--- config.mk ---
export PLATFORM = sky130hd
export DESIGN_NAME = cdb_arbiter
export DESIGN_NICKNAME = d
export VERILOG_FILES = /design/src/rtl/cdb_arbiter.sv
export SDC_FILE = /design/constraint.sdc
export NUM_CORES = 1
export LEC_CHECK = 0
export BUFFER_PORTS_ARGS = -buffer_cell sky130_fd_sc_hd__buf_4
export CORE_MARGIN = 8
export CORE_UTILIZATION = 45
export DETAILED_ROUTE_END_ITERATION = 6
export PLACE_DENSITY = 0.95
export REMOVE_ABC_BUFFERS = 1
export SLEW_MARGIN = 10
export SYNTH_ARGS = -nofsm -noshare
export SYNTH_HDL_FRONTEND = slang
export SYNTH_SLANG_ARGS = --single-unit
--- constraint.sdc ---
create_clock -name clk -period 7.5 [get_ports clk]
set_clock_uncertainty 0.05 [all_clocks]
set_input_delay 1.5 -clock clk [delete_from_list [all_inputs] [get_ports clk]]
set_output_delay 1.5 -clock clk [all_outputs]
set_load 0.01 [all_outputs]
--- src/rtl/cdb_arbiter.sv ---
// cdb_arbiter: round-robin arbiter for the single Common Data Bus.
// Grants at most one execution-unit result per cycle (combinational
// req_ready), registers the winner and broadcasts it as cdb_valid/
// cdb_result/cdb_tag/cdb_src the following cycle.
// Optional build macro CDB_ARB_LOAD_PRI_EN: requester 0 (load unit) gets
// fixed priority; the remaining requesters share a round-robin pointer
// that ranges over 1..NUM_REQ-1.
module cdb_arbiter #(
    parameter int unsigned XLEN    = 32,
    parameter int unsigned TAG_W   = 8,
    parameter int unsigned NUM_REQ = 4,
    parameter int unsigned SRC_W   = $clog2(NUM_REQ)
) (
    input  logic                     clk,
    input  logic                     rst,
    input  logic                     flush,
    input  logic [NUM_REQ-1:0]       req_valid,
    input  logic [NUM_REQ*XLEN-1:0]  req_data,
    input  logic [NUM_REQ*TAG_W-1:0] req_tag,
    output logic [NUM_REQ-1:0]       req_ready,
    output logic                     cdb_valid,
    output logic [XLEN-1:0]          cdb_result,
    output logic [TAG_W-1:0]         cdb_tag,
    output logic [SRC_W-1:0]         cdb_src
);

`ifdef CDB_ARB_LOAD_PRI_EN
    // Requester 0 sits outside the rotation; pointer lives in 1..NUM_REQ-1.
    localparam int unsigned RR_BASE = 1;
`else
    localparam int unsigned RR_BASE = 0;
`endif
    localparam int unsigned RR_SPAN = NUM_REQ - RR_BASE;
    localparam int unsigned LAST    = NUM_REQ - 1;

    logic [SRC_W-1:0]   rr_ptr;
    logic [SRC_W-1:0]   ptr_nxt;
    logic [NUM_REQ-1:0] grant;
    logic [SRC_W-1:0]   gnt_idx;
    logic               xfer;
    logic [XLEN-1:0]    sel_data;
    logic [TAG_W-1:0]   sel_tag;

    // Priority search starting at rr_ptr; only req_valid and rr_ptr feed it.
    always_comb begin
        int unsigned idx;
        logic        found;
        grant   = '0;
        gnt_idx = '0;
        found   = 1'b0;
        idx     = 0;
`ifdef CDB_ARB_LOAD_PRI_EN
        if (req_valid[0]) begin
            grant[0] = 1'b1;
            found    = 1'b1;
        end
`endif
        for (int unsigned k = 0; k < RR_SPAN; k++) begin
            idx = 32'(rr_ptr) + k;
            if (idx >= NUM_REQ) begin
                idx = idx - RR_SPAN;
            end
            if (!found && req_valid[SRC_W'(idx)]) begin
                found                = 1'b1;
                grant[SRC_W'(idx)]   = 1'b1;
                gnt_idx              = SRC_W'(idx);
            end
        end
    end

    // Reset and flush both suppress the grant outright.
    always_comb begin
        req_ready = (rst || flush) ? '0 : grant;
        xfer      = |req_ready;
    end

    // One-hot AND-OR select of the winning payload.
    always_comb begin
        sel_data = '0;
        sel_tag  = '0;
        for (int i = 0; i < int'(NUM_REQ); i++) begin
            if (grant[i]) begin
                sel_data = req_data[i*XLEN +: XLEN];
                sel_tag  = req_tag[i*TAG_W +: TAG_W];
            end
        end
    end

    // Pointer advances past the winner; a fixed-priority load grant leaves it alone.
    always_comb begin
        ptr_nxt = rr_ptr;
        if (xfer) begin
`ifdef CDB_ARB_LOAD_PRI_EN
            if (gnt_idx != '0) begin
                ptr_nxt = (gnt_idx == SRC_W'(LAST)) ? SRC_W'(RR_BASE) : gnt_idx + SRC_W'(1);
            end
`else
            ptr_nxt = (gnt_idx == SRC_W'(LAST)) ? SRC_W'(RR_BASE) : gnt_idx + SRC_W'(1);
`endif
        end
    end

    // Pointer and broadcast registers; payload holds when nothing transfers.
    always_ff @(posedge clk) begin
        if (rst) begin
            rr_ptr     <= SRC_W'(RR_BASE);
            cdb_valid  <= 1'b0;
            cdb_result <= '0;
            cdb_tag    <= '0;
            cdb_src    <= '0;
        end else begin
            rr_ptr    <= ptr_nxt;
            cdb_valid <= xfer;
            if (xfer) begin
                cdb_result <= sel_data;
                cdb_tag    <= sel_tag;
                cdb_src    <= gnt_idx;
            end
        end
    end

endmodule

==> results of run 1 <==
[metal layers]
layer | share of wire [%] | GRT usage (%) | vias to the layer above
met3 | 10 | 7.263 | 22
met1 | 38 | 29.36 | 1815
met5 | 0 | 0 | -
met4 | 2.1 | 7.567 | 0
met2 | 50 | 43.80 | 242
li1 | - | - | 1816
[cells in the mapped netlist (3+ instances only)]
| library cell | number | share of area, % |
|---|---|---|
| nor2_1 | 54 | 6.5 |
| dfxtp_1 | 45 | 29 |
| a221o_1 | 41 | 13 |
| a311oi_1 | 40 | 11 |
| nor3_1 | 40 | 6.4 |
| o21a_1 | 39 | 9.4 |
| clkbuf_1 | 26 | 3.1 |
| buf_2 | 11 | 1.8 |
| ha_1 | 7 | 2.8 |
| nand2b_1 | 5 | 1.0 |
| inv_1 | 4 | 0.48 |
| nand2_1 | 4 | 0.48 |
| a211oi_1 | 3 | 0.72 |
| a21oi_1 | 3 | 0.48 |
| a22o_1 | 3 | 0.84 |
| mux4_2 | 3 | 2.2 |
[final cells by class]
type	count	area (um^2)	share of cell area, %
Multi-Input combinational cell	271	2079	42.93
Timing Repair Buffer	220	1652	34.10
Sequential cell	45	900.9	18.60
Tap cell	80	100.1	2.067
Clock buffer	6	82.58	1.705
Inverter	4	15.01	0.3100
Clock inverter	2	13.76	0.2842
[worst register-to-register path, delay by kind of cell (launching register included)]
| kind | cells | cell delay (ns) |
|---|---|---|
| adders and majority gates | 1 | 0.51 |
| and+or+nand+nor | 3 | 1.83 |
| DFF | 1 | 0.68 |
| AOI/OAI and AO/OA | 4 | 0.89 |
| buffers and inverters | 2 | 0.55 |
[flip-flops by register name, summed over array words and instances (netlist names), named ones only]
signal,cells
cdb_result,32
cdb_src,2
cdb_valid,1
rr_ptr,1
cdb_tag,8
[logic make-up (layout without fill, tap and decap cells)]
group | after synthesis | in the layout | synth area share [%]
compound gates | 144 | 144 | 41.25
mux | 6 | 6 | 3.164
xor+xnor | 1 | 1 | 0.2804
buf+inv | 47 | 232 | 6.728
fa+ha+maj | 7 | 7 | 2.803
simple gates | 113 | 113 | 16.94
flops | 45 | 45 | 28.83
[metrics by stage]
stage,area (um^2),cells
2_1_floorplan,2929,320
3_3_place_gp,4747,620
3_5_place_dp,4747,620
4_1_cts,4843,628
5_1_grt,4843,628
6_report,4843,628
[power groups by stage]
stage / Clock (uW) / Sequential, uW / Combinational, uW
6_report: 164 / 334 / 1230
5_1_grt: 179 / 339 / 1340
4_1_cts: 169 / 332 / 1220
3_5_place_dp: 0 / 337 / 1220
3_3_place_gp: 0 / 333 / 1180
2_1_floorplan: 0 / 349 / 797
[worst paths after layout]
path | start | end | slack (ns)
worst max register to register | register | cdb_result[11] | 2.92
worst max-delay path | register | req_ready[1] | 2.04
worst min-delay path | cdb_result[14] | cdb_result[14] | 0.45
worst min register to register | cdb_result[14] | cdb_result[14] | 0.45
==> summary.md, run 1 <==
| Metric | Value |
|---|---|
| Leak | `0.002155 uW` |
| Setup_tns | `0 ns` |
| Hold crit path type | `register to register` |
| Final HPWL DP | `9.952 mm` |
| Async set or reset register ratio after synthesis | `0%` |
| R2R depth | `10` |
| Switching power | `approximately 840 uW` |
| Crit path top cell by count | `buf_4` |
| Antenna violations before repair | `0` |
| Total grt overflow | `0` |
| Row count | `30` |
| Final worst slack | `2.043 ns` |
| Worst path required time | `5.95 ns` |
| Ys Warns | `0` |
| DP Worst Slack | `around 2.2 ns` |
| Worst relative slew slack | `between 30% and 40%` |
| Mapped cell area | `0.003124 mm^2` |
| CTS resizes | `0` |
| Initial core utilization | `46.24%` |
| Worst skew pair latency | `around 0.30 ns` |
| Core region area | `0.006756 mm^2` |
| Remaining DRCs | `0` |
| Commonest non-fill, non-tap cell in the layout | `buf_4` |
| WL/cell | `21.39 um` |
| Comb power frac | `~71%` |
| WP data arrival | `3.91 ns` |
| # fillers | `512` |
| Int Power | `889.5 uW` |
| Status | `finished, final reports clean` |
| Detailed Route WL | `13.43 mm` |
| Vias in the first global route | `3945` |
| Placer congestion estimate | `between 0.8 and 0.9` |
| #FFs+latches synth | `45` |
| Vias | `3895` |
| CTS Root Cell | `clkbuf_8` |
| Critical path's top delay family | `simple AND/OR/NAND/NOR gates` |
| Hold Path Depth | `1` |
| Port Buffer Count | `213` |
| TritonCTS Buffers | `5` |
| Antenna-violating nets left | `0` |
| Via-per-instance ratio | `~6.2` |
| Avg Cell Area, Syn | `8.607 um^2` |
| Total track usage | `25.30%` |
| Pwr Total | `about 1700 uW` |
| Boundary Pins | `214` |
| First-pass GRT wire length | `~21 mm` |
| Die height | `just under 100 um` |
| Share of power burned in registers | `19.3%` |
| Starting DRT DRC Count | `between 150 and 200` |
| Post-synth EDFFs | `0` |
| Largest net degree at the start of global routing | `44` |
| Hold buffers post-CTS | `0` |
| Ant. Diodes | `0` |
| Final Cycle Share | `between 70% and 80%` |
| Worst Path Buf+Inv | `3` |
| CTS tree | `built` |
| Worst Path Max Fanout | `43` |
| Top_reg_cell synth | `dfxtp_1` |
| Share of layout cells above drive strength 1 | `45.07%` |
| Sw Ratio | `48.55%` |
| Crit path depth | `9` |
| Nets | `slightly above 700` |
| Final setup vio count | `0` |
| CTS max path bufs | `2` |
| Clock Power Share | `9.5%` |
| Syn-to-layout area delta | `55.03%` |
| DR pass1 iterations | `4` |
| Final core utilization | `a little under three quarters` |
| Critical-path cell list | `inv_1, ha_1, or3b_2, a2111o_1, a21boi_4, buf_4, nor2_4, nor2_1, buf_4` |
| Sequential area share after synthesis | `between 20% and 30%` |
| CP peak stage delay | `slightly below 0.7 ns` |
| P per Cell Area | `about 360 mW/mm^2` |
| Achievable Freq | `183.2 MHz` |
| Sink Count | `45` |
| Die ar. | `between 0.009 and 0.01 mm^2` |
| Reg clk slew, reported paths | `0.09 ns` |
| Setup Crit Path Kind | `register to primary output` |
| Final hold vios | `0` |
| Number of buffers added for setup after CTS | `0` |
| RSZ-0062 raised after global routing | `no` |
| Max cap viols | `0` |
| H-Tree Depth | `2` |
| Chip Width | `a little under 100 um` |
| Tightest Pin Transition | `1.013 ns` |
| Worst IR drop on VDD | `350.3 uV` |
| Slew Viols, Final | `0` |
| Most frequent cells in the layout | `buf_4 (220), nor2_1 (52), dfxtp_1 (45)` |
| Distinct cells, synth | `42` |
| Startpoint types | `register` |
| Critical Path End Type | `primary output` |
| Syn Inst Count | `363` |
| Fin crit period | `between 5 and 6 ns` |
| CP max-delay cell | `dfxtp_1` |
| Hold Slack | `0.4451 ns` |
(Power assumes the default switching activity.)
==> inputs of run 2 (changes only) <==
CORE_UTILIZATION = 38   (was 45)
PLACE_DENSITY = 0.86   (was 0.95)
clock period = 4.8 ns   (was 7.5 ns; I/O delays follow)
==> run 2 against run 1 <==
Total power increased by 57%. Non-clock buffer count grew 2. Worst hold slack better by 0.0013 ns. Flip-flop and latch count unchanged. Combinational power grew 58%.
==> summary.md, run 2 (synthesized netlist as in run 1, its figures left out) <==
| Metric | Value |
|---|---|
| Largest regs | `cdb_result x32, cdb_tag x8, cdb_src x2` |
| Setup Crit Path Kind | `register to primary output` |
| Reg clk slew, reported paths | `0.10 ns (about the same)` |
| WP data arrival | `3.62 ns (-0.29 ns)` |
| Worst IR drop on VDD | `449.4 uV (+28%)` |
| TritonCTS Buffers | `5 (unchanged)` |
| Die height | `106.7 um (+7.4%)` |
| Placer congestion estimate | `0.8608 (+0.17%)` |
| Detailed Route WL | `13.53 mm (+0.69%)` |
| Worst path required time | `3.79 ns (-2.16 ns)` |
| Antenna violations before repair | `0 (unchanged)` |
| Total track usage | `22.15% (-3.1 points)` |
| RSZ-0062 raised after global routing | `no` |
| Slew Viols, Final | `0 (unchanged)` |
| Total grt overflow | `0 (unchanged)` |
| CTS resizes | `0 (unchanged)` |
| CP max-delay cell | `nor2_4` |
| Most frequent cells in the layout | `buf_4 (221), nor2_1 (52), dfxtp_1 (45)` |
| Hold Slack | `0.4464 ns (+0.001275 ns)` |
| Final hold vios | `0 (unchanged)` |
| Max reg flops | `32 (unchanged)` |
| Global routing usage on met2 | `38.90% (-4.9 points)` |
| CTS max path bufs | `2 (unchanged)` |
| Sink Count | `45 (unchanged)` |
| FF+latch area | `900.9 um^2 (unchanged)` |
| Pwr Total | `2718 uW (+57%)` |
| Final Cycle Share | `roughly 97%` |
| Critical-path cell list | `inv_1, ha_1, mux4_2, or3b_1, o311ai_4, nor2_4, nor2_1, buf_4` |
| M3 GR Usage | `6.419% (-0.84 points)` |
| Worst Path Buf+Inv | `2 (-1)` |
| Commonest non-fill, non-tap cell in the layout | `buf_4` |
| Core region area | `0.008093 mm^2 (+20%)` |
| Achievable Freq | `215.9 MHz` |
| Remaining DRCs | `0 (unchanged)` |
| Largest net degree at the start of global routing | `44 (unchanged)` |
| H-Tree Depth | `2 (unchanged)` |
| Nets | `723 (+0.28%)` |
| Antenna-violating nets left | `0 (unchanged)` |
| Final setup vio count | `0 (unchanged)` |
| Sw Ratio | `48.72% (+0.17 points)` |
| Finished Cell Area | `0.004898 mm^2 (+1.1%)` |
| First-pass GRT wire length | `20.57 mm (-0.40%)` |
| Hold crit path type | `register to register` |
| Worst Path Max Fanout | `43 (unchanged)` |
| Critical path's top delay family | `simple AND/OR/NAND/NOR gates` |
| Multi-input gate area | `0.002082 mm^2 (+0.12%)` |
| Worst hold path endpoint | `cdb_tag[4]` |
| R2R Path End | `cdb_result[31]` |
| Worst relative slew slack | `30.06% (-2.2 points)` |
| P per Cell Area | `554.9 mW/mm^2 (+55%)` |
| Syn-to-layout area delta | `56.79%` |
| Max cap viols | `0 (unchanged)` |
| R2R depth | `9 (-1)` |
| Hold Path Depth | `1 (unchanged)` |
| Hold buffers post-CTS | `0 (unchanged)` |
| Ant. Diodes | `0 (unchanged)` |
| Row count | `33 (+10%)` |
| Via-per-instance ratio | `5.960 (-3.9%)` |
| DR pass1 iterations | `5 (+1)` |
| CP peak stage delay | `0.79 ns (+0.11 ns)` |
| Critical Path End Type | `primary output` |
| Comb power frac | `71.5% (+0.3 points)` |
| Chip Width | `106.7 um (+7.4%)` |
| CTS tree | `built` |
| Tightest Pin Transition | `1.047 ns (+0.03314 ns)` |
| WL/cell | `20.65 um (-3.5%)` |
| Cell Area, Placed | `0.004808 mm^2 (+1.3%)` |
| Starting DRT DRC Count | `223 (+21%)` |
| Fin crit period | `4.632 ns` |
| Clock Power Share | `9.4% (about the same)` |
| Biggest register | `cdb_result` |
| Vias | `3904 (+0.23%)` |
| Int Power | `1394 uW (+57%)` |
| CTS Root Cell | `clkbuf_8` |
| Final HPWL DP | `10.17 mm (+2.2%)` |
| Status | `finished, final reports clean` |
| Die ar. | `0.01138 mm^2 (+15%)` |
| Met1 usage | `25.54% (-3.8 points)` |
| Initial core utilization | `38.61% (-7.6 points)` |
| Number of buffers added for setup after CTS | `0 (unchanged)` |
| Flop-to-flop setup slack | `0.30 ns (-2.62 ns)` |
| Global routing's busiest layer | `met2` |
| Share of layout cells above drive strength 1 | `45.64% (+0.56 points)` |
| Share of power burned in registers | `19.1% (-0.2 points)` |
| # fillers | `725 (+42%)` |
| Worst skew pair latency | `0.31 ns (about the same)` |
| Port Buffer Count | `213 (unchanged)` |
| HP Start | `cdb_tag[4]` |
| Startpoint types | `register` |
| Switching power | `1324 uW (+58%)` |
| Leak | `0.002165 uW (+0.46%)` |
| Vias in the first global route | `3921 (-0.61%)` |
| Boundary Pins | `214 (unchanged)` |
[run 2: how the worst max path moves through the flow]
stage	startpoint	depth (start not counted)	to
6_report	register	8	req_ready[1]
2_1_floorplan	req_valid[0]	5	req_ready[1]
3_3_place_gp	req_valid[2]	8	cdb_result[5]
5_1_grt	register	8	req_ready[1]
3_5_place_dp	register	9	cdb_result[31]
4_1_cts	register	8	req_ready[1]
[run 2: through the flow]
| stage | worst slack, ns | setup TNS (ns) | utilization, % | cells |
|---|---|---|---|---|
| after floorplan | -1.477 | -63.93 | - | 320 |
| after global placement | 0.5822 | 0 | 59.42 | 647 |
| after detailed placement | 0.3551 | 0 | 59.42 | 647 |
| after CTS | 0.2273 | 0 | 60.53 | 655 |
| after global routing | 0.002773 | 0 | 60.53 | 655 |
| final | 0.1680 | 0 | 60.53 | 655 |
[run 2: layout make-up]
type,count,area share (%)
repair buffers,222,34.28
well taps,105,2.682
flip-flops and latches,45,18.39
clock buffers,5,1.405
multi-input cells,271,42.50
inverters,4,0.3065
clock inverters,3,0.4342
[run 2: power groups by stage]
stage	registers [uW]	logic (uW)	clock network, uW
finish	519	1940	255
global route	528	2100	276
CTS	518	1950	261
detailed placement	526	1940	0
global placement	522	1880	0
floorplan	546	1250	0
[run 2: per-layer routing]
layer / wire length, um / up-vias
met5: 0 / -
met4: 176 / 0
met3: 1381 / 20
met2: 6855 / 222
met1: 5113 / 1841
li1: - / 1821
==> inputs of run 3 (changes only) <==
--- a/config.mk
+++ b/config.mk
@@ -7,7 +7,8 @@
 export LEC_CHECK = 0
-export BUFFER_PORTS_ARGS = -buffer_cell sky130_fd_sc_hd__buf_4
+export ABC_AREA = 1
+export BUFFER_PORTS_ARGS = -buffer_cell sky130_fd_sc_hd__buf_2
 export CORE_MARGIN = 8
-export CORE_UTILIZATION = 38
+export CORE_UTILIZATION = 41
 export DETAILED_ROUTE_END_ITERATION = 6
-export PLACE_DENSITY = 0.86
+export PLACE_DENSITY = 0.87
 export REMOVE_ABC_BUFFERS = 1
==> constraint.sdc (replaced) <==
create_clock -name clk -period 4.8 [get_ports clk]
set_clock_uncertainty 0.05 [all_clocks]
set_input_delay 0 -clock clk [delete_from_list [all_inputs] [get_ports clk]]
set_output_delay 0 -clock clk [all_outputs]
set_load 0.01 [all_outputs]
==> run 3 against run 2 <==
Count of clock-buffer cells in the layout unchanged. Global-route usage down 0.20 points. Critical path depth grew 7. Worst hold slack worse by 0.44 ns. Maximum frequency rose by 19%. Critical endpoint is now cdb_result[11].
==> summary.md, run 3 <==
| Metric | Value |
|---|---|
| Startpoint types | `register` |
| Share of layout cells above drive strength 1 | `25.95% (-20 points)` |
| Die ar. | `0.01286 mm^2 (+13%)` |
| Reg clk slew, reported paths | `0.09 ns (about the same)` |
| Final core utilization | `59.97% (-0.56 points)` |
| Pwr Total | `3258 uW (+20%)` |
| Worst IR drop on VDD | `377.0 uV (-16%)` |
| CTS Root Cell | `clkbuf_8` |
| Status | `finished, final reports clean` |
| Initial core utilization | `42.09% (+3.5 points)` |
| Syn Inst Count | `712 (+96%)` |
| Sequential area share after synthesis | `23.17% (-5.7 points)` |
| Sink Count | `45 (unchanged)` |
| Hold crit path type | `primary input to register` |
| Tightest Pin Transition | `0.8777 ns (-0.1689 ns)` |
| H-Tree Depth | `2 (unchanged)` |
| Met3 Wirelength | `1.361 mm (-1.4%)` |
| Leak | `0.003464 uW (+60%)` |
| Total track usage | `21.95% (-0.20 points)` |
| Total grt overflow | `0 (unchanged)` |
| Core region area | `0.009240 mm^2 (+14%)` |
| Chip Width | `113.4 um (+6.3%)` |
| Syn-to-layout area delta | `42.50%` |
| Simple-gate share of the synthesized area | `37.71% (+21 points)` |
| Max reg flops | `32 (unchanged)` |
| Met1 Routed Length | `5.721 mm (+12%)` |
| Final Cycle Share | `80.87% (-16 points)` |
| # fillers | `895 (+23%)` |
| Placer congestion estimate | `0.8941 (+3.9%)` |
| Largest family of logic cells by synthesized area | `simple AND/OR/NAND/NOR gates` |
| Dpl cells | `1018 (+57%)` |
| DR pass1 iterations | `7 (+2)` |
| Top post-synthesis cells by area | `dfxtp_1 (23%), a21oi_1 (16%), nand2_1 (15%)` |
| Worst path required time | `4.99 ns (+1.20 ns)` |
| Distinct cells, synth | `26 (-38%)` |
| Worst relative slew slack | `41.49% (+11 points)` |
| Ant. Diodes | `0 (unchanged)` |
| Port Buffer Count | `213 (unchanged)` |
| Compound-Gate Fraction of Synth Area | `18.02% (-23 points)` |
| Final hold vios | `0 (unchanged)` |
| Via-per-instance ratio | `4.770 (-20%)` |
| Biggest register | `cdb_result` |
| Max cap viols | `0 (unchanged)` |
| TritonCTS Buffers | `5 (unchanged)` |
| RSZ-0062 raised after global routing | `no` |
| Remaining DRCs | `0 (unchanged)` |
| Commonest non-fill, non-tap cell in the layout | `buf_2` |
| CTS resizes | `0 (unchanged)` |
| Largest net degree at the start of global routing | `80 (+82%)` |
| Met2 WL | `6.974 mm (+1.7%)` |
| Ys Warns | `0 (unchanged)` |
| Slew Viols, Final | `0 (unchanged)` |
| CTS max path bufs | `2 (unchanged)` |
| First-pass GRT wire length | `23.55 mm (+14%)` |
| Critical Path End Type | `register` |
| Most common cell in the netlist | `nand2_1` |
| CTS tree | `built` |
| Max Used Layer | `met4` |
| WP data arrival | `4.07 ns (+0.45 ns)` |
| Avg Cell Area, Syn | `5.462 um^2 (-37%)` |
| Vias | `5137 (+32%)` |
| Synth Area in Adders | `2.252% (-0.55 points)` |
| Post-synth EDFFs | `0 (unchanged)` |
| Nets | `1123 (+55%)` |
| WL/cell | `13.53 um (-34%)` |
| Worst skew pair latency | `0.29 ns (-0.02 ns)` |
| Yosys top cell by area | `dfxtp_1` |
| Top-area cell type share of the netlist area | `23.17% (-5.7 points)` |
| Antenna-violating nets left | `0 (unchanged)` |
| Vias in the first global route | `5120 (+31%)` |
| Boundary Pins | `214 (unchanged)` |
| Worst Path Max Fanout | `40 (-7.0%)` |
| Row count | `35 (+6.1%)` |
| Final HPWL DP | `9.923 mm (-2.4%)` |
| Setup_tns | `0 ns (unchanged)` |
| Final setup vio count | `0 (unchanged)` |
| Die height | `113.4 um (+6.3%)` |
| Post-route insts no fill | `1077 (+64%)` |
| Top_reg_cell synth | `dfxtp_1` |
| Async set or reset register ratio after synthesis | `0% (unchanged)` |
| Mapped cell area | `0.003889 mm^2 (+24%)` |
| Synth cell count leaders | `nand2_1 (155), inv_1 (132), nor2_1 (125)` |
| Starting DRT DRC Count | `427 (+91%)` |
| Most frequent cells in the layout | `buf_2 (213), nand2_1 (154), inv_1 (132)` |
| Detailed Route WL | `14.57 mm (+7.7%)` |
| Fin crit period | `3.882 ns (-0.7502 ns)` |
| Setup Crit Path Kind | `register to register` |
| P per Cell Area | `588.0 mW/mm^2 (+6.0%)` |
| Multiplexer share of the synthesized area | `0% (-3.2 points)` |
| Largest regs | `cdb_result x32, cdb_tag x8, cdb_src x2` |
| Antenna violations before repair | `0 (unchanged)` |
| #FFs+latches synth | `45 (unchanged)` |
| Synth Area in XOR/XNOR | `0% (-0.28 points)` |
| Achievable Freq | `257.6 MHz (+19%)` |
==> run 3: cell count changes after synthesis, moves of 41 or more <==
cell	before	now
a221o_1	41	0
nor2_1	54	125
nand2_1	4	155
nand3_1	0	56
a21oi_1	3	121
inv_1	4	132
==> run 3: layout make-up <==
cell class              instances  area, um^2  share of cell area [%]
clock buffers                   5       68.82                   1.242
clock inverters                 1       5.005                 0.09031
inverters                     135       506.7                   9.144
multi-input cells             490        2257                   40.73
flip-flops and latches         45       900.9                   16.26
well taps                     129       161.4                   2.913
repair buffers                272        1642                   29.62
==> run 3: logic make-up (layout without fill, tap and decap cells) <==
group,count (synthesis),count (layout)
fa+ha+maj,7,7
flops,45,45
simple gates,349,349
buf+inv,177,413
compound gates,134,134
==> run 3: worst paths after layout <==
path / start / to / slack [ns] / cells after the start
worst max-delay path: register / cdb_result[11] / 0.92 / 15
worst min-delay path: req_data[127] / cdb_result[31] / 0.004 / 5
worst max register to register: register / cdb_result[11] / 0.92 / 15
worst min register to register: cdb_src[1] / cdb_src[1] / 0.43 / 2
==> run 3: routing by layer <==
| layer | up-vias | GRT usage (%) |
|---|---|---|
| met3 | 40 | 6.656 |
| met2 | 256 | 37.62 |
| met1 | 2208 | 24.27 |
| li1 | 2633 | - |
| met4 | 0 | 10.75 |
| met5 | - | 0 |
==> run 3: power by group <==
| group | internal [uW] | leakage (uW) | switching, uW | total, uW |
|---|---|---|---|---|
| registers | 568 | 0.000374 | 97.4 | 665 |
| clock network | 96.1 | 0.0000399 | 124 | 220 |
| logic | 890 | 0.00305 | 1480 | 2370 |
==> run 3: critical path, cell delays in order (launching register included) <==
cell and delay (ns):
dfxtp_1 0.56, inv_2 0.17, ha_1 0.37, inv_1 0.10
nand3_1 0.07, nand2_1 0.10, nor2_2 0.10, a21boi_2 0.14
nand3_2 0.12, buf_4 0.31, inv_2 0.63, nand3_1 0.17
nand2_1 0.11, nand2_1 0.07, a21oi_1 0.16, dlygate4sd3_1 0.56
==> run 3: stage by stage <==
stage	hold slack, ns	area [um^2]	setup WS, ns
after floorplan	0.01244	3662	1.012
after global placement	0.2645	4937	1.647
after detailed placement	0.2788	4937	1.556
after CTS	0.0004583	5542	1.006
after global routing	0.01169	5542	0.6264
final	0.004024	5542	0.9182
==> run 3: timing repair <==
| action | CTS | global route |
|---|---|---|
| endpoints found under the setup margin | 0 | 0 |
| buffers inserted | 0 | 0 |
| hold buffers | 53 | 0 |
| endpoints found under the hold margin | 34 | 0 |
